===== src/rtl/code_sequence_tx.sv =====
// code_sequence_tx: serial code-stream transmitter feeding the sequence detector.
// A captured pattern is sent MSB-first, one bit per clock. The burst can be
// repeated reps+1 times with GAP idle cycles between bursts. All outputs are
// registers that are updated together with the state.
module code_sequence_tx #(
  parameter int WIDTH = 8,
  parameter int LEN_W = 4,
  parameter int REP_W = 4,
  parameter int GAP   = 2
) (
  input  logic             clock,
  input  logic             reset,
  input  logic             start,
  input  logic             abort,
  input  logic [WIDTH-1:0] pattern,
  input  logic [LEN_W-1:0] len,
  input  logic [REP_W-1:0] reps,
  output logic             code,
  output logic             valid,
  output logic             busy,
  output logic             done,
  output logic             err
);

  localparam int GAP_W    = (GAP > 1) ? $clog2(GAP) : 1;
  localparam int GAP_LAST = (GAP > 0) ? GAP - 1 : 0;
  localparam logic [LEN_W-1:0] MAX_LEN = LEN_W'(WIDTH);
  localparam logic [GAP_W-1:0] GAP_END = GAP_W'(GAP_LAST);

  typedef enum logic [1:0] {
    S_IDLE,
    S_SEND,
    S_GAP,
    S_DONE
  } state_t;

  state_t           state;
  logic [WIDTH-1:0] shreg;
  logic [WIDTH-1:0] pat_q;
  logic [LEN_W-1:0] len_q;
  logic [LEN_W-1:0] bit_cnt;
  logic [REP_W-1:0] rep_left;
  logic [GAP_W-1:0] gap_cnt;

  logic [WIDTH-1:0] aligned;
  logic             len_legal;
  logic             last_bit;

  // Left-justify the requested bits so the first bit to send sits at the MSB.
  assign aligned   = pattern << (MAX_LEN - len);
  assign len_legal = (len != '0) && (len <= MAX_LEN);
  assign last_bit  = (bit_cnt == len_q - LEN_W'(1));

  // Transmit FSM: state, datapath and the registered outputs move together.
  always_ff @(posedge clock or posedge reset) begin
    if (reset) begin
      state    <= S_IDLE;
      shreg    <= '0;
      pat_q    <= '0;
      len_q    <= '0;
      bit_cnt  <= '0;
      rep_left <= '0;
      gap_cnt  <= '0;
      code     <= 1'b0;
      valid    <= 1'b0;
      busy     <= 1'b0;
      done     <= 1'b0;
      err      <= 1'b0;
    end else begin
      done <= 1'b0;
      err  <= 1'b0;
      if (abort) begin
        state <= S_IDLE;
        code  <= 1'b0;
        valid <= 1'b0;
        busy  <= 1'b0;
      end else begin
        case (state)
          S_IDLE: begin
            if (start) begin
              if (len_legal) begin
                shreg    <= aligned;
                pat_q    <= aligned;
                len_q    <= len;
                rep_left <= reps;
                bit_cnt  <= '0;
                state    <= S_SEND;
                code     <= aligned[WIDTH-1];
                valid    <= 1'b1;
                busy     <= 1'b1;
              end else begin
                err <= 1'b1;
              end
            end
          end

          S_SEND: begin
            shreg   <= shreg << 1;
            bit_cnt <= bit_cnt + LEN_W'(1);
            if (last_bit) begin
              if (rep_left == '0) begin
                state <= S_DONE;
                code  <= 1'b0;
                valid <= 1'b0;
                done  <= 1'b1;
              end else if (GAP > 0) begin
                state   <= S_GAP;
                gap_cnt <= '0;
                code    <= 1'b0;
                valid   <= 1'b0;
              end else begin
                shreg    <= pat_q;
                rep_left <= rep_left - REP_W'(1);
                bit_cnt  <= '0;
                code     <= pat_q[WIDTH-1];
                valid    <= 1'b1;
              end
            end else begin
              code  <= shreg[WIDTH-2];
              valid <= 1'b1;
            end
          end

          S_GAP: begin
            if (gap_cnt == GAP_END) begin
              shreg    <= pat_q;
              rep_left <= rep_left - REP_W'(1);
              bit_cnt  <= '0;
              state    <= S_SEND;
              code     <= pat_q[WIDTH-1];
              valid    <= 1'b1;
            end else begin
              gap_cnt <= gap_cnt + GAP_W'(1);
            end
          end

          S_DONE: begin
            state <= S_IDLE;
            busy  <= 1'b0;
          end

          default: begin
            state <= S_IDLE;
            code  <= 1'b0;
            valid <= 1'b0;
            busy  <= 1'b0;
          end
        endcase
      end
    end
  end

endmodule


===== config.mk =====
export PLATFORM = sky130hd
export DESIGN_NAME = code_sequence_tx
export DESIGN_NICKNAME = d
export VERILOG_FILES = /design/src/rtl/code_sequence_tx.sv
export SDC_FILE = /design/constraint.sdc
export NUM_CORES = 1
export LEC_CHECK = 0
export ABC_AREA = 1
export CORE_MARGIN = 1.5
export CORE_UTILIZATION = 50
export CTS_CLUSTER_SIZE = 20
export DETAILED_ROUTE_END_ITERATION = 6
export HOLD_SLACK_MARGIN = 0.1
export PLACE_DENSITY = 0.76
export RECOVER_POWER = 100
export SETUP_SLACK_MARGIN = 0.5
export SLEW_MARGIN = 40
export SYNTH_ARGS = -nofsm -noshare
export SYNTH_HDL_FRONTEND = slang
export SYNTH_SLANG_ARGS = --single-unit

===== constraint.sdc =====
create_clock -name clock -period 1.5 [get_ports clock]
set_clock_uncertainty 0.05 [all_clocks]
set_input_delay 0.225 -clock clock [delete_from_list [all_inputs] [get_ports clock]]
set_output_delay 0.225 -clock clock [all_outputs]
set_load 0.05 [all_outputs]

==> results.py <==
metrics = {
    "run_status": {
        "status": "finished with violations",
        "violations": "setup timing",
    },
    "cells_and_area": {
        "num_antenna_cells": 0,
        "utilization_pct": 91.1,
        "drive_above_1_share_pct": 48.3,
        "final_cells": 470,
        "syn_to_final_growth_pct": 74.7,
        "final_nets": 447,
    },
    "floorplanning": {
        "start_util_pct": 52.2,
        "design.core.area_um2": 4380,
        "ios": 25,
        "die_x_um": 70.6,
        "die_area_um2": 4990,
        "fp.dieH_um": 70.6,
        "rows": 24,
    },
    "setup_path": {
        "r2r_cells": 8,
        "start_kind": "flop",
        "arrival_ns": 2.02,
        "r2r_slack_ns": -0.36,
        "r2r-start": "state[1]$_DFFE_PP0P_",
        "end_kind": "flop",
        "crit_fanout": 6,
        "worstReg2RegEnd": "shreg[6]$_DFFE_PP0P_",
        "required_ns": 1.65,
        "setup.worst_path.class": "flop to flop",
    },
    "cts": {
        "cts_tree": "yes",
        "cts-root-buf": "clkbuf_8",
        "clkSinkCount": 35,
        "htree_num_levels": 2,
        "clk_path_buf_depth": 2,
        "numCtsBuffers": 5,
        "insertion_delay_ns": 0.32,
        "clkSlewWorstSetupHoldPaths_ns": 0.08,
    },
    "synth": {
        "ys_async_sr_fraction_pct": 100,
        "synth_top_area_share_pct": 38.3,
        "synthTopCellsByArea": "dfrtp_1 38%, nand2_1 19%, nand3_1 6.6%, o21ai_0 5.7%, ha_1 4.9%",
        "yosysMostFrequentCell": "nand2_1",
        "ys_types": 33,
        "ys_seq_area_share_pct": 38.3,
        "synth_common_cells": "114 x nand2_1, 35 x dfrtp_1, 30 x nand3_1",
        "syn_avg_cell_area_um2": 7.35,
        "synth_fp_nets": 340,
        "netlist_area_um2": 2290,
        "synth_largest_area_cell": "dfrtp_1",
        "yosysWarnings": 0,
        "synth_flop_cell": "dfrtp_1",
        "ys_ff_latch": 35,
        "synth_edf_count": 0,
        "postSynthCellCount": 311,
    },
    "global_route": {
        "antenna_found_initial": 0,
        "grt_max_degree": 21,
        "grt_pass1_wl_mm": 14.0,
        "grt_use_total_pct": 36.3,
        "overflow": 0,
        "grt_pass1_vias": 2827,
    },
    "job": {
        "drv_cap": 0,
    },
    "detailed_routing": {
        "vias": 3019,
        "highest_layer": "met4",
        "drc": 0,
        "routed-wl-met3_mm": 1.13,
        "dr_wl_met2_mm": 5.18,
        "wl_per_cell_um": 23.9,
        "via_per_inst": 6.42,
        "first_pass_iters": 7,
        "finalWirelength_mm": 11.2,
        "met1_length_mm": 3.87,
        "antenna_left": 0,
        "drt-initial-drc-count": 429,
    },
    "sta": {
        "drv_slew": 0,
        "fin_hold_ws_ns": 0.238,
        "rsz0062_at_grt": "yes",
        "hold_viol": 0,
        "fin_crit_sh_pct": 124,
        "worst_slew_pin_slew_ns": 0.767,
        "finalCriticalPeriod_ns": 1.86,
        "fin_ws_ns": -0.361,
        "max_slew_margin_pct": 48.6,
        "setup_viol": 34,
        "max_freq_ghz": 0.537,
    },
    "power": {
        "vdd_ir_drop_max_mv": 1.37,
        "powerDensity_nw_per_um2": 1850,
        "p_leak_nw": 1.88,
    },
    "hold_path": {
        "min_from": "len[1]",
        "min_path_type": "input port to flop",
        "holdPathEnd": "len_q[1]$_DFFE_PP0P_",
        "holdPathStages": 4,
    },
    "placement": {
        "portBuffers": 24,
        "hpwl_mm": 3.95,
        "place.gp.congestion": 0.853,
        "dpl.cell_count": 423,
    },
}
-- how the worst max path moves through the flow --
stage,start,end,slack [ns]
floorplan,len[0],shreg[5]$_DFFE_PP0P_,-0.03
global placement,len[0],pat_q[3]$_DFFE_PP0P_,-0.49
detailed placement,len[0],len_q[3]$_DFFE_PP0P_,-0.54
CTS,state[0]$_DFFE_PP0P_,code$_DFFE_PP0P_,-0.06
global route,state[1]$_DFFE_PP0P_,shreg[4]$_DFFE_PP0P_,-0.37
finish,state[1]$_DFFE_PP0P_,shreg[6]$_DFFE_PP0P_,-0.36
-- critical path, cell delays in order (launching register included) --
cell and delay (ns):
dfrtp_1 0.40, inv_2 0.07, ha_4 0.29, clkinvlp_4 0.20
buf_6 0.21, a221oi_4 0.24, nor2_1 0.11, nand2_1 0.11
nand2_1 0.08
-- through the flow --
stage	area [µm²]	setup slack, ns	setup TNS [ns]	total power, mW
floorplan	2370	-0.0341	-0.168	3.23
global placement	3010	-0.490	-13.80	4.20
detailed placement	3010	-0.537	-14.64	4.28
CTS	3600	-0.0579	-0.454	5.92
global route	4000	-0.371	-6.58	7.63
finish	4000	-0.361	-5.09	7.40
-- cells by family (layout without fill, tap and decap cells) --
family / Yosys count / in the layout / synth area share [%]
buffers and inverters: 40 / 143 / 8.04
AOI/OAI and AO/OA: 47 / 47 / 12.2
xor gates and xnor gates: 7 / 7 / 3.34
DFF: 35 / 35 / 38.3
adders and majority gates: 9 / 9 / 4.92
and+or+nand+nor: 173 / 177 / 33.2
-- repair_timing --
action / 4_1_cts / 5_1_grt
pin swaps: 39 / 31
gates cloned: 4 / 0
hold buffers: 0 / 0
setup endpoints to repair: 40 / 40
resized for setup: 98 / 67
endpoints found under the hold margin: 0 / 0
setup buffers: 19 / 17
-- power breakdown --
| group | internal [mW] | leakage, nW | switching, mW |
|---|---|---|---|
| clock | 0.488 | 0.0513 | 0.409 |
| combinational | 2.17 | 1.37 | 2.70 |
| sequential | 1.27 | 0.457 | 0.365 |
-- per-layer routing --
metal / GRT usage [%] / vias up
met3: 10.5 / 106
met1: 43.0 / 1413
met5: 0 / -
met2: 57.8 / 266
met4: 23.7 / 0
li1: - / 1234
-- area by class of cell --
type,instances,area [µm²]
multi-input cells,240,1810
flip-flops and latches,35,877
inverters,32,141
repair buffers,104,1000
clock inverters,1,30.0
well taps,52,65.1
fillers,164,389
clock buffers,6,72.6
-- placed cells by master (no fill, tap or decap), drive strengths merged, types with 2 or more instances in the layout --
master	instances
dfrtp	35
clkinvlp	3
o31ai	2
ha	9
inv	29
clkdlybuf4s50	13
o21ai	29
a21oi	5
nand2	120
xor2	6
a221oi	6
clkbuf	8
nand4	7
nand3	31
nor2	15
buf	86
or2	3
-- sequential cells by signal, summed over array words and instances (netlist names) --
signal,flops
gap_cnt,1
code,1
busy,1
done,1
shreg,7
state,2
valid,1
pat_q,8
rep_left,4
err,1
len_q,4
bit_cnt,4
Note: power is estimated with default switching activity, not from simulation.
